**src/rtl/gameconsole_pkg.sv**
```systemverilog
// Shared types and defaults for the game console video subsystem.
package gameconsole_pkg;

   typedef enum logic {
      OWN_CPU = 1'b0,
      OWN_DMA = 1'b1
   } owner_e;

   localparam int VRAM_ARB_MAX_BURST = 16;

endpackage

```
**src/rtl/vram_arb.sv**
```systemverilog
// Two-port VRAM arbiter: CPU and DMA share the VRAM host port, round-robin with a DMA burst lock.
// Read data is steered back to the requester that issued the read, one cycle later.
module vram_arb
   import gameconsole_pkg::*;
#(
   parameter int MAX_BURST = VRAM_ARB_MAX_BURST
) (
   input  logic        clk,
   input  logic        rst_n,

   input  logic        cpu_req,
   input  logic        cpu_we,
   input  logic [31:0] cpu_addr,
   input  logic [31:0] cpu_wdata,
   output logic        cpu_gnt,
   output logic        cpu_rvalid,
   output logic [31:0] cpu_rdata,

   input  logic        dma_req,
   input  logic        dma_we,
   input  logic [31:0] dma_addr,
   input  logic [31:0] dma_wdata,
   input  logic        dma_lock,
   output logic        dma_gnt,
   output logic        dma_rvalid,
   output logic [31:0] dma_rdata,

   output logic        mem_en,
   output logic        mem_we,
   output logic [31:0] mem_addr,
   output logic [31:0] mem_din,
   input  logic [31:0] mem_dout
);

   localparam logic [7:0] BURST_LIM = 8'(MAX_BURST);

   owner_e     last_owner_q, last_owner_d;
   logic [7:0] burst_cnt_q, burst_cnt_d;
   logic       rd_pend_q, rd_pend_d;
   owner_e     rd_owner_q, rd_owner_d;
   logic       lock_win;
   logic       pick_dma;

   always_comb begin
      // NOTE: every signal written here gets a default first, so no path can infer a latch.
      pick_dma = 1'b0;
      lock_win = (last_owner_q == OWN_DMA) && dma_lock && (burst_cnt_q < BURST_LIM);
      if (cpu_req && dma_req) begin
         pick_dma = lock_win || (last_owner_q == OWN_CPU);
      end else begin
         pick_dma = dma_req;
      end
      // Grants are gated by rst_n so the port is quiet for the whole reset window.
      cpu_gnt = rst_n && cpu_req && !pick_dma;
      dma_gnt = rst_n && dma_req && pick_dma;
   end

   always_comb begin
      mem_en   = 1'b0;
      mem_we   = 1'b0;
      mem_addr = '0;
      mem_din  = '0;
      if (cpu_gnt) begin
         mem_en   = 1'b1;
         mem_we   = cpu_we;
         mem_addr = cpu_addr;
         mem_din  = cpu_wdata;
      end else if (dma_gnt) begin
         mem_en   = 1'b1;
         mem_we   = dma_we;
         mem_addr = dma_addr;
         mem_din  = dma_wdata;
      end
   end

   always_comb begin
      last_owner_d = last_owner_q;
      burst_cnt_d  = burst_cnt_q;
      rd_pend_d    = (cpu_gnt && !cpu_we) || (dma_gnt && !dma_we);
      rd_owner_d   = dma_gnt ? OWN_DMA : OWN_CPU;

      if (cpu_gnt) begin
         last_owner_d = OWN_CPU;
      end else if (dma_gnt) begin
         last_owner_d = OWN_DMA;
      end

      if (cpu_gnt || !dma_lock) begin
         burst_cnt_d = '0;
      end else if (dma_gnt && (burst_cnt_q < BURST_LIM)) begin
         burst_cnt_d = burst_cnt_q + 8'd1;
      end
   end

   // NOTE: sequential state uses non-blocking assignments only, so all flops sample together.
   always_ff @(posedge clk or negedge rst_n) begin
      if (!rst_n) begin
         last_owner_q <= OWN_DMA;
         burst_cnt_q  <= '0;
         rd_pend_q    <= 1'b0;
         rd_owner_q   <= OWN_CPU;
      end else begin
         last_owner_q <= last_owner_d;
         burst_cnt_q  <= burst_cnt_d;
         rd_pend_q    <= rd_pend_d;
         rd_owner_q   <= rd_owner_d;
      end
   end

   assign cpu_rvalid = rd_pend_q && (rd_owner_q == OWN_CPU);
   assign dma_rvalid = rd_pend_q && (rd_owner_q == OWN_DMA);
   assign cpu_rdata  = cpu_rvalid ? mem_dout : '0;
   assign dma_rdata  = dma_rvalid ? mem_dout : '0;

endmodule

```
**config.mk**
```make
export PLATFORM = sky130hd
export DESIGN_NAME = vram_arb
export DESIGN_NICKNAME = d
export VERILOG_FILES = /design/src/rtl/gameconsole_pkg.sv /design/src/rtl/vram_arb.sv
export SDC_FILE = /design/constraint.sdc
export NUM_CORES = 1
export LEC_CHECK = 0
export CORE_AREA = 2 2 116 118
export DETAILED_ROUTE_END_ITERATION = 8
export DIE_AREA = 0 0 118 120
export HOLD_SLACK_MARGIN = 0.1
export SYNTH_ARGS = -nofsm -noshare
export SYNTH_HDL_FRONTEND = slang
export SYNTH_SLANG_ARGS = --single-unit
export TNS_END_PERCENT = 50
```
**constraint.sdc**
```tcl
create_clock -name clk -period 2.15 [get_ports clk]
set_clock_uncertainty 0.2 [all_clocks]
set_input_delay 0.43 -clock clk [delete_from_list [all_inputs] [get_ports clk]]
set_output_delay 0.43 -clock clk [all_outputs]
set_load 0.05 [all_outputs]
```
Word level (Yosys, flattened, before mapping)
Index checks and enable logic that the tools add are counted.
W data, S select, Z words.
{"block": "totals", "out_inout_bits": 134, "register_bits": 11, "in_bits": 167, "word_cells": 44}
{"block": "op_classes", "bitwise_logic": 2, "reduce_logical": 21, "add_sub_neg": 1, "n_mux": 15, "magnitude_cmp": 1}
{"operator": "$mux W32", "n": 6}
{"operator": "$mux W8", "n": 2}
{"operator": "$logic_and A1 B1 Y1", "n": 12}
{"operator": "$add A8 B1 Y8 const B", "n": 1}
{"operator": "$lt A8 B5 Y1 const B", "n": 1}
{"operator": "$mux W1", "n": 7}
{"operator": "$logic_not A1 Y1", "n": 4}
{"operator": "$reduce_bool A2 Y1", "n": 2}
{"operator": "$logic_or A1 B1 Y1", "n": 3}
{"operator": "$not A1 Y1", "n": 2}

Depth between registers and ports, before layout
{"block": "logic_depth", "depth_word": 8, "ltp_mapped": 6, "ltp_nobuf": 4}

Worst setup path after synthesis
Ideal clock, no wire load.
{"block": "synth_timing", "kind": "register to output", "start": "reg burst_cnt_q[7]", "end": "out mem_din[23]", "path_buffers": 1, "required_time_ns": 1.520, "stages_incl_launch_ff": 6, "arrival_time_ns": 2.242, "path_slack_ns": -0.722, "path_cell_list": "dfrtp_1 > or4_4 > or2_1 > a31oi_4 > buf_2 > a22o_1"}
{"block": "synth_between", "elab_chain_len": 7}
{"item": "start, declared", "line": "vram_arb.sv:38", "source": "logic [7:0] burst_cnt_q, burst_cnt_d;"}
{"item": "start signal, assigned", "line": "vram_arb.sv:104", "source": "burst_cnt_q <= burst_cnt_d;"}
{"item": "$lt A8 B5 Y1", "line": "vram_arb.sv:47", "source": "lock_win = (last_owner_q == OWN_DMA) && dma_lock && (burst_cnt_q < BURST_LIM);"}
{"item": "$logic_and A1 B1 Y1", "line": "vram_arb.sv:47"}
{"item": "$logic_or A1 B1 Y1", "line": "vram_arb.sv:49", "source": "pick_dma = lock_win || (last_owner_q == OWN_CPU);"}
{"item": "$mux W1", "line": "vram_arb.sv:48", "source": "if (cpu_req && dma_req) begin"}
{"item": "$logic_and A1 B1 Y1", "line": "vram_arb.sv:55", "source": "dma_gnt = rst_n && dma_req && pick_dma;"}
{"item": "named net dma_gnt", "line": "vram_arb.sv:24", "source": "output logic dma_gnt,"}
{"item": "$mux W32", "line": "vram_arb.sv:68", "source": "end else if (dma_gnt) begin"}
{"item": "$mux W32", "line": "vram_arb.sv:63", "source": "if (cpu_gnt) begin"}
{"item": "end, declared", "line": "vram_arb.sv:31", "source": "output logic [31:0] mem_din,"}
The timed path passes the listed nets, and every way through them passes these cells.

Worst setup path after layout
{"block": "layout_timing", "start": "reg burst_cnt_q[7]", "end": "out mem_addr[15]"}
{"block": "layout_between", "elab_chain_len": 7}
{"item": "$lt A8 B5 Y1 *", "line": "vram_arb.sv:47"}
{"item": "$logic_and A1 B1 Y1 *", "line": "vram_arb.sv:47"}
{"item": "$logic_or A1 B1 Y1 *", "line": "vram_arb.sv:49"}
{"item": "$mux W1 *", "line": "vram_arb.sv:48"}
{"item": "$logic_and A1 B1 Y1 / $logic_not A1 Y1 (equally long branches)", "line": "vram_arb.sv:55, vram_arb.sv:54"}
{"item": "$mux W32 / $logic_and A1 B1 Y1 (equally long branches)", "line": "vram_arb.sv:68, vram_arb.sv:54"}
{"item": "$mux W32 *", "line": "vram_arb.sv:63"}
{"item": "end, declared", "line": "vram_arb.sv:30", "source": "output logic [31:0] mem_addr,"}
Mark *: on every way between the ends. The rest lies on a longest branch, timed or not.

==> results.py <==
metrics = {
    "critical_path": {
        "path_cells": "or4_4 > or2_4 > a31oi_4 > buf_12 > buf_4 > a22o_4 > buf_12",
        "crit_arrival_ns": 2.24,
        "path_buf_inv": 3,
        "crit_required_ns": 1.52,
        "cp_slowest_stage_delay_ns": 0.56,
        "r2r-end": "rd_pend_q",
        "cp_max_fo": 12,
        "timing.reg2reg.setup_slack_ns": 0.04,
        "end_kind": "output port",
        "critPathMostFrequentCell": "buf_12",
        "rr_startpoint": "burst_cnt_q[7]",
        "cp_slowest_cell": "or4_4",
        "cp-start-kind": "register",
        "cp_top_family": "simple AND/OR/NAND/NOR gates",
        "reg2regPathDepth": 6,
        "worst-setup-path-type": "reg -> out",
    },
    "clocking": {
        "clock_latency_ns": 0.24,
        "cts_max_path_buffers": 2,
        "clk_pin_slew_ns": 0.04,
        "htreeDepth": 1,
        "cts.sinks": 11,
        "cts_tree": "yes",
        "cts_root_buffer": "clkbuf_16",
        "cts_buffers": 3,
    },
    "cells_and_area": {
        "diodes": 0,
        "layout_commonest_cell": "clkdlybuf4s50_1",
        "layout_common_cells": "clkdlybuf4s50_1 (165), buf_12 (143), a22o_4 (65)",
        "final_area_um2": 7250,
        "drive_gt1_share_pct": 48.3,
        "area_growth_pct": 350,
        "nNetsFinal": 699,
    },
    "power": {
        "vdd_drop_max_uv": 231,
        "power_density_nw_per_um2": 333,
        "leakagePower_nw": 3.22,
        "power_w": 0.00242,
    },
    "logic_synthesis": {
        "netlist_area_um2": 1610,
        "ys_top_cells_by_area": "a22o_1 (36%), dfrtp_1 (16%), and2_1 (13%), and3_1 (12%), clkbuf_1 (2.8%)",
        "yosys.cell_types.count": 30,
        "synth_top_area_cell": "a22o_1",
        "ys_ff_latch": 11,
        "syn-instance-count": 202,
        "syn_nets": 370,
        "synth.avg_cell_area_um2": 7.98,
        "synth_top_area_share_pct": 35.9,
        "ys_seq_area_share_pct": 17.2,
        "yosys_warnings": 0,
    },
    "timing": {
        "hold_viol": 0,
        "worstMarginPinSlew_ns": 0.480,
        "hold-worst-slack_ns": 0.103,
        "period_share_pct": 133,
        "setup_violations": 67,
        "min_period_ns": 2.87,
        "rsz0062_at_grt": "yes",
        "worst_slack_ns": -0.719,
        "slew_headroom_pct": 67.9,
        "timing.fmax_ghz": 0.349,
        "finalSetupTns_ns": -45.23,
        "slew_viol_final": 0,
    },
    "drt": {
        "vias": 2980,
        "ant_nets": 0,
        "drt_iter0_drc": 85,
        "dr.pass1.iters": 4,
        "vias_per_cell": 4.22,
        "wl_um": 12000,
        "drc": 0,
        "drt-wirelength-per-cell_um": 17.0,
    },
    "floorplan": {
        "die_x_um": 118,
        "coreArea_um2": 13000,
        "fp-row-count": 42,
        "start_util_pct": 12.4,
        "num_io_pins": 301,
        "die_h_um": 120,
        "dieArea_um2": 14200,
    },
    "global_route": {
        "grt_max_degree": 34,
        "antenna_found_initial": 0,
        "grt_pass1_vias": 3222,
        "grt_usage_pct": 16.1,
        "grt_pass1_wl_um": 18100,
        "grt_overflow": 0,
    },
    "min_path": {
        "hp-class": "in -> async",
    },
    "place": {
        "gp_congestion": 0.794,
        "place_area_um2": 7020,
        "io_buffers": 300,
        "dp_hpwl_um": 10500,
    },
    "run_status": {
        "status": "complete, but fails checks",
        "violations": "setup timing",
    },
    "job": {
        "maxCapViolations": 0,
    },
}
-- cells in the mapped netlist --
master / number
a21oi_1: 1
nor2b_1: 1
nor2_1: 8
and2_1: 33
nor4_1: 1
and3b_1: 1
o21ai_1: 1
inv_1: 6
a21boi_0: 1
clkbuf_1: 12
nor4b_1: 1
a31oi_1: 1
ha_1: 1
nand2_1: 2
nand3_1: 1
buf_2: 8
or2_1: 1
a21o_1: 1
and3_1: 32
a22o_1: 66
nor3_1: 1
o21a_1: 1
dfstp_2: 1
buf_6: 3
a31oi_4: 1
or4_4: 1
dfrtp_1: 10
xnor2_1: 3
mux2i_1: 1
o21ai_0: 1
-- logic make-up (layout without fill, tap and decap cells) --
family                   count (synthesis)  after routing  synth area share, %
XOR/XNOR                                 3              3                 1.63
flip-flops                              11             11                 17.2
multiplexers                             1              1                0.621
adder cells (fa/ha/maj)                  1              1                0.776
buffers and inverters                   29            357                 8.77
AO/OA/AOI/OAI                           74             74                 39.9
AND/OR/NAND/NOR                         83             83                 31.1
-- sequential cells by signal (all words and copies together), names as in the netlist --
register	cells
rd_owner_q	1
rd_pend_q	1
last_owner_q	1
burst_cnt_q	8
-- where the power goes --
group	total, W	internal (W)	switching [W]
Combinational	0.00185	0.00101	0.000841
Clock	0.000341	0.000249	0.0000919
Sequential	0.000222	0.000217	0.00000515
-- how the worst max path moves through the flow --
stage                    from      endpoint  slack (ns)  cells after the start
2_1_floorplan  burst_cnt_q[7]   mem_din[10]       -0.36                      6
3_3_place_gp         dma_lock   mem_addr[2]       -0.58                      9
3_5_place_dp         dma_lock   mem_din[21]       -0.57                      7
4_1_cts        burst_cnt_q[7]  mem_addr[14]       -0.73                      7
5_1_grt        burst_cnt_q[7]  mem_addr[10]       -0.77                      7
6_report       burst_cnt_q[7]  mem_addr[15]       -0.72                      7
-- final cells by class --
cell class	instances	area, um^2
Tap cell	176	220
Sequential cell	11	277
Clock buffer	4	78.8
Inverter	6	22.5
Fill cell	1080	5730
Timing Repair Buffer	347	4860
Multi-Input combinational cell	162	1790
-- worst register-to-register path: stages (launching register included) --
cell	delay (ns)
dfrtp_1	0.37
or4_4	0.56
or2_4	0.26
a31oi_4	0.18
buf_12	0.18
buf_4	0.14
a22o_1	0.15
-- stage by stage --
stage / std cells / util [%] / worst slack (ns)
2_1_floorplan: 202 / - / -0.357
3_3_place_gp: 697 / 54.1 / -0.577
3_5_place_dp: 697 / 54.1 / -0.570
4_1_cts: 702 / 54.8 / -0.727
5_1_grt: 706 / 55.9 / -0.769
6_report: 706 / 55.9 / -0.719
-- layer usage --
metal	track usage (%)	part of all wire, %
met1	16.9	34
met2	32.0	56
met3	3.99	7.9
met4	3.46	1.6
met5	0	0
-- timing repair --
| action | in CTS | in global routing |
|---|---|---|
| setup endpoints to repair | 68 | 70 |
| hold buffers | 0 | 1 |
| pin swaps | 0 | 2 |
| setup buffers | 1 | 2 |
| gates cloned | 0 | 2 |
| hold endpoints to repair | 0 | 10 |
| resized for setup | 2 | 13 |
Note: power is estimated with default switching activity, not from simulation.
